`config.mk`:
```
export PLATFORM = sky130hd
export DESIGN_NAME = hazard_detection_unit_flat
export DESIGN_NICKNAME = d
export VERILOG_FILES = /design/src/rtl/hazard_detection_unit_if.sv /design/src/rtl/hazard_detection_unit.sv /design/src/flat_wrapper.sv
export SDC_FILE = /design/constraint.sdc
export NUM_CORES = 1
export LEC_CHECK = 0
export BUFFER_PORTS_ARGS = -buffer_cell sky130_fd_sc_hd__buf_2
export CORE_AREA = 2 2 39 41
export DETAILED_ROUTE_END_ITERATION = 8
export DIE_AREA = 0 0 41 43
export GPL_ROUTABILITY_DRIVEN = 0
export MAX_ROUTING_LAYER = met4
export PLACE_DENSITY = 0.64
export SYNTH_ARGS = -nofsm -noshare
export SYNTH_HDL_FRONTEND = slang
export SYNTH_SLANG_ARGS = --single-unit
```
`constraint.sdc`:
```
create_clock -name clk -period 2.4 [get_ports clk]
set_clock_uncertainty 0.2 [all_clocks]
set_input_delay 0.24 -clock clk [delete_from_list [all_inputs] [get_ports clk]]
set_output_delay 0.24 -clock clk [all_outputs]
set_load 0.02 [all_outputs]
```
`src/rtl/hazard_detection_unit_if.sv`:
```
// Bundle between the ID-stage pipeline and the hazard detection unit.
// stall_count exists only when HDU_PERF_CNT_EN is defined.
interface hazard_detection_unit_if #(
    parameter int CNT_W = 16
);
    logic       idex_memread;
    logic [4:0] idex_rt;
    logic [4:0] ifid_rs;
    logic [4:0] ifid_rt;
    logic       ifid_uses_rt;
    logic       branch_taken;
    logic       Hazard_Source;
    logic       pc_write;
    logic       ifid_write;
    logic       ifid_flush;

    if (CNT_W < 1) begin : g_bad_cnt_w
        $error("CNT_W must be at least 1");
    end

`ifdef HDU_PERF_CNT_EN
    logic [CNT_W-1:0] stall_count;

    modport master (
        output idex_memread, idex_rt, ifid_rs, ifid_rt, ifid_uses_rt, branch_taken,
        input  Hazard_Source, pc_write, ifid_write, ifid_flush, stall_count
    );
    modport slave (
        input  idex_memread, idex_rt, ifid_rs, ifid_rt, ifid_uses_rt, branch_taken,
        output Hazard_Source, pc_write, ifid_write, ifid_flush, stall_count
    );
`else
    modport master (
        output idex_memread, idex_rt, ifid_rs, ifid_rt, ifid_uses_rt, branch_taken,
        input  Hazard_Source, pc_write, ifid_write, ifid_flush
    );
    modport slave (
        input  idex_memread, idex_rt, ifid_rs, ifid_rt, ifid_uses_rt, branch_taken,
        output Hazard_Source, pc_write, ifid_write, ifid_flush
    );
`endif
endinterface

```
`src/rtl/hazard_detection_unit.sv`:
```
// Load-use stall / branch squash control for the ID stage of a 5-stage pipeline.
// Optional saturating bubble counter enabled by HDU_PERF_CNT_EN.
module hazard_detection_unit #(
    parameter int LOAD_STALL_CYCLES = 1,
    parameter int CNT_W             = 16
) (
    input  logic                    clk,
    input  logic                    rst,
    hazard_detection_unit_if.slave  hdu
);
    typedef enum logic {IDLE, HOLD} state_e;

    // HOLD covers the bubbles after the detection cycle, so it counts down from N-2.
    localparam logic [3:0] REM_INIT =
        (LOAD_STALL_CYCLES > 1) ? 4'(LOAD_STALL_CYCLES - 2) : 4'd0;

    if (LOAD_STALL_CYCLES < 1 || LOAD_STALL_CYCLES > 15) begin : g_bad_stall
        $error("LOAD_STALL_CYCLES must be in 1..15");
    end
    if (CNT_W < 1) begin : g_bad_cnt_w
        $error("CNT_W must be at least 1");
    end

    state_e     state_q, state_d;
    logic [3:0] rem_q, rem_d;
    logic       hz;
    logic       bubble, pc_we, ifid_we, flush;

    assign hz = hdu.idex_memread && (hdu.idex_rt != 5'd0) &&
                ((hdu.idex_rt == hdu.ifid_rs) ||
                 (hdu.ifid_uses_rt && (hdu.idex_rt == hdu.ifid_rt)));

    always_ff @(posedge clk) begin
        if (!rst) begin
            state_q <= IDLE;
            rem_q   <= 4'd0;
        end else begin
            state_q <= state_d;
            rem_q   <= rem_d;
        end
    end

    always_comb begin
        state_d = state_q;
        rem_d   = rem_q;
        bubble  = 1'b0;
        pc_we   = 1'b1;
        ifid_we = 1'b1;
        flush   = 1'b0;
        // While in reset the defaults above let the rest of the pipeline reset freely.
        if (rst) begin
            case (state_q)
                IDLE: begin
                    if (hz) begin
                        bubble  = 1'b1;
                        pc_we   = 1'b0;
                        ifid_we = 1'b0;
                        if (LOAD_STALL_CYCLES > 1) begin
                            state_d = HOLD;
                            rem_d   = REM_INIT;
                        end
                    end else begin
                        flush = hdu.branch_taken;
                    end
                end
                HOLD: begin
                    // Inputs are deliberately unused here: the front end is frozen.
                    bubble  = 1'b1;
                    pc_we   = 1'b0;
                    ifid_we = 1'b0;
                    if (rem_q == 4'd0) begin
                        state_d = IDLE;
                    end else begin
                        rem_d = rem_q - 4'd1;
                    end
                end
            endcase
        end
    end

    assign hdu.Hazard_Source = bubble;
    assign hdu.pc_write      = pc_we;
    assign hdu.ifid_write    = ifid_we;
    assign hdu.ifid_flush    = flush;

`ifdef HDU_PERF_CNT_EN
    logic [CNT_W-1:0] cnt_q, cnt_d;

    always_comb begin
        cnt_d = cnt_q;
        if (bubble && (cnt_q != '1)) begin
            cnt_d = cnt_q + CNT_W'(1);
        end
    end

    always_ff @(posedge clk) begin
        if (!rst) begin
            cnt_q <= '0;
        end else begin
            cnt_q <= cnt_d;
        end
    end

    assign hdu.stall_count = cnt_q;
`endif
endmodule

```
`src/flat_wrapper.sv`:
```
// flat-port wrapper written by rule: the top's interface ports become plain ports
module hazard_detection_unit_flat 
#(
    parameter int LOAD_STALL_CYCLES = 1,
    parameter int CNT_W             = 16
)
  (clk, rst, hdu_idex_memread, hdu_idex_rt, hdu_ifid_rs, hdu_ifid_rt, hdu_ifid_uses_rt, hdu_branch_taken, hdu_Hazard_Source, hdu_pc_write, hdu_ifid_write, hdu_ifid_flush);
  hazard_detection_unit_if #(.CNT_W(CNT_W)) hdu_i ();
  input  logic clk;
  input  logic rst;
  input wire logic [$bits(hdu_i.idex_memread)-1:0] hdu_idex_memread;
  input wire logic [$bits(hdu_i.idex_rt)-1:0] hdu_idex_rt;
  input wire logic [$bits(hdu_i.ifid_rs)-1:0] hdu_ifid_rs;
  input wire logic [$bits(hdu_i.ifid_rt)-1:0] hdu_ifid_rt;
  input wire logic [$bits(hdu_i.ifid_uses_rt)-1:0] hdu_ifid_uses_rt;
  input wire logic [$bits(hdu_i.branch_taken)-1:0] hdu_branch_taken;
  output wire logic [$bits(hdu_i.Hazard_Source)-1:0] hdu_Hazard_Source;
  output wire logic [$bits(hdu_i.pc_write)-1:0] hdu_pc_write;
  output wire logic [$bits(hdu_i.ifid_write)-1:0] hdu_ifid_write;
  output wire logic [$bits(hdu_i.ifid_flush)-1:0] hdu_ifid_flush;
  assign hdu_i.idex_memread = hdu_idex_memread;
  assign hdu_i.idex_rt = hdu_idex_rt;
  assign hdu_i.ifid_rs = hdu_ifid_rs;
  assign hdu_i.ifid_rt = hdu_ifid_rt;
  assign hdu_i.ifid_uses_rt = hdu_ifid_uses_rt;
  assign hdu_i.branch_taken = hdu_branch_taken;
  assign hdu_Hazard_Source = hdu_i.Hazard_Source;
  assign hdu_pc_write = hdu_i.pc_write;
  assign hdu_ifid_write = hdu_i.ifid_write;
  assign hdu_ifid_flush = hdu_i.ifid_flush;
  hazard_detection_unit #(.LOAD_STALL_CYCLES(LOAD_STALL_CYCLES), .CNT_W(CNT_W)) u_core (.clk(clk), .rst(rst), .hdu(hdu_i));
endmodule
```
==> out/metrics.yaml <==
outcome: "completed"
async_flop_share_pct: 0
cts.sinks: 5
post-route-min-period_ps: 1910
crit_arrival_ps: 1470
hold_depth: 2
wl_met3_um: 99
synth_most_common_cell: "xnor2_1"
final-hold-violation-count: 0
synth_edf_count: 0
synth_cell_types: 20
critPathKind: "in2out"
p_comb_share_pct: 21.2
grt_pass1_wl_um: 1130
vias_per_cell: 4.57
critPathMaxFanout: 3
p_per_area_mw_per_mm2: 421
min_period_over_period_pct: 79.4
setup-violations-final: 0
maxCapViolations: 0
synth_ff_type: "dfxtp_1"
firstDrtPassIters: 3
rows: 14
cts.clk_slew.worst_paths_ps: 40
reg2reg_to: "u_core.rem_q[3]$_SDFFE_PN0P_"
hold_path.class: "in2reg"
nets: 93
n_fill_cell: 153
start_util_pct: 28.3
drc_errors: 0
syn_area_per_cell_um2: 8.70
reg2reg_slack_ps: 870
ios: 24
routed_wirelength_um: 833
required_ps: 1960
htreeDepth: 1
core_mm2: 0.00138
setup_tns_ps: 0
grt_overflow: 0
antenna_found_initial: 0
cts_tree: "yes"
netlist.area_leader.share_pct: 29.1
antenna_cells: 0
p_sw_mw: 0.0564
post_cts_resized: 0
hold_buffers: 0
yosysSeqAreaShare_pct: 25.6
cp-end-kind: "output port"
hold_slack_ps: 109
antenna_left: 0
tightest_slew_ps: 390
synthTopCellsByCount: "13 x xnor2_1, 5 x and2_1, 5 x dfxtp_1"
syn_area_um2: 392
r2r_start: "u_core.rem_q[0]$_SDFFE_PN0P_"
wl_met2_um: 365
grt_max_degree: 10
die_area_mm2: 0.00176
drive_above_1_share_pct: 38.0
start_kind: "input port"
fin_ws_ps: 493
vias: 398
grt_pass1_vias: 310
die_y_um: 43
place_worst_setup_slack_ps: 481
hold_path.startpoint: "rst"
yosysWarningCount: 0
die_w_um: 41
slew-limit-headroom_pct: 73.7
r2r_cells: 6
p_int_mw: 0.173
areaGrowthSynthToFinish_pct: 39.3
ys_ff_latch: 5
io_buffers: 23
cts_root_buffer: "clkbuf_4"
yosysTopAreaCell: "xnor2_1"
max_freq_ghz: 0.524
synth_area_leaders: "xnor2_1 29%, dfxtp_1 26%, and2_1 8.0%"
synth_fp_nets: 66
met1_length_um: 352
post-cts-setup-buffer-count: 0
p_leak_nw: 0.241
seqPwrFrac_pct: 36.3
drv_slew: 0
syn_inst: 45
power_frac_clock_pct: 42.5
drtIter0Drc: 2
ir_drop_mv: 0.230
clockBufferDepth: 2
cts_buffers: 3
wl_per_cell_um: 9.57
hold_path_end: "u_core.rem_q[1]$_SDFFE_PN0P_"
switching_share_pct: 24.6
top_layer: "met4"
insertion_delay_ps: 240
grt_usage_pct: 9.67
rsz0062_at_grt: "no"
==> placed cells by master (no fill, tap or decap) <==
cell / synthesis / layout
o22ai_1: 1 / 1
xnor2_1: 13 / 13
nand2_1: 4 / 4
clkbuf_1: 0 / 1
nand4_1: 1 / 1
a31o_1: 1 / 1
buf_2: 0 / 23
nand3_1: 1 / 1
o31a_1: 1 / 1
o211ai_1: 1 / 1
a31oi_1: 1 / 1
a211oi_2: 1 / 1
clkbuf_4: 0 / 3
ha_1: 1 / 1
dfxtp_1: 5 / 5
or4_1: 1 / 1
o211a_1: 1 / 1
nor3_1: 1 / 1
o21a_1: 1 / 1
o311ai_0: 1 / 1
inv_1: 3 / 3
and2_1: 5 / 5
==> power groups by stage <==
| stage | Clock [mW] | Sequential, mW | Combinational, mW |
|---|---|---|---|
| floorplan | 0 | 0.0848 | 0.0245 |
| global placement | 0 | 0.0848 | 0.0490 |
| detailed placement | 0 | 0.0848 | 0.0495 |
| CTS | 0.104 | 0.0833 | 0.0497 |
| global route | 0.108 | 0.0831 | 0.0538 |
| finish | 0.0977 | 0.0833 | 0.0486 |
==> sequential cells by signal, indices dropped and copies added (netlist names) <==
name and count:
u_core.state_q 1, u_core.rem_q 4
==> cell families (layout without fill, tap and decap cells) <==
group	after synthesis	after routing	synth area share, %
XOR/XNOR	13	13	29.1
AO/OA/AOI/OAI	9	9	19.5
adder cells (fa/ha/maj)	1	1	3.19
AND/OR/NAND/NOR	13	13	17.9
buffers and inverters	4	30	4.79
flip-flops	5	5	25.6
==> metrics by stage <==
stage | utilization, % | std cells | area [um2] | power (mW)
final | 39.4 | 87 | 546 | 0.230
after detailed placement | 37.5 | 83 | 519 | 0.134
after global placement | 37.5 | 83 | 519 | 0.134
after global routing | 39.4 | 87 | 546 | 0.244
after floorplan | - | 45 | 392 | 0.109
after CTS | 39.4 | 87 | 546 | 0.237
==> worst max path at each step <==
| stage | slack [ps] | cells after the start | startpoint | endpoint |
|---|---|---|---|---|
| after floorplan | 300 | 4 | hdu_idex_rt[0] | hdu_pc_write |
| after global placement | 490 | 5 | hdu_idex_rt[0] | hdu_pc_write |
| after detailed placement | 480 | 5 | hdu_idex_rt[0] | hdu_pc_write |
| after CTS | 480 | 5 | hdu_idex_rt[0] | hdu_ifid_flush |
| after global routing | 400 | 5 | hdu_idex_rt[0] | hdu_ifid_write |
| final | 490 | 5 | hdu_idex_rt[0] | hdu_pc_write |
==> area by class of cell <==
cell class                 count  area, um2  share of cell area [%]
clock buffer                   4       26.3                    4.82
inverter                       3       11.3                    2.06
multi-input combinational     36        273                    50.0
sequential                     5        100                    18.3
tap                           16       20.0                    3.67
timing repair buffer          23        115                    21.1
==> critical path, cell delays in order <==
cell,delay [ps]
buf_2,120
or4_1,510
o21a_1,210
a31oi_1,190
buf_2,190
==> per-layer routing <==
metal / up-vias / global-route usage (%)
li1: 208 / -
met3: 2 / 1.57
met4: 0 / 6.00
met2: 24 / 16.3
met5: - / -
met1: 164 / 9.65
Power figures use the tool's default switching activity.
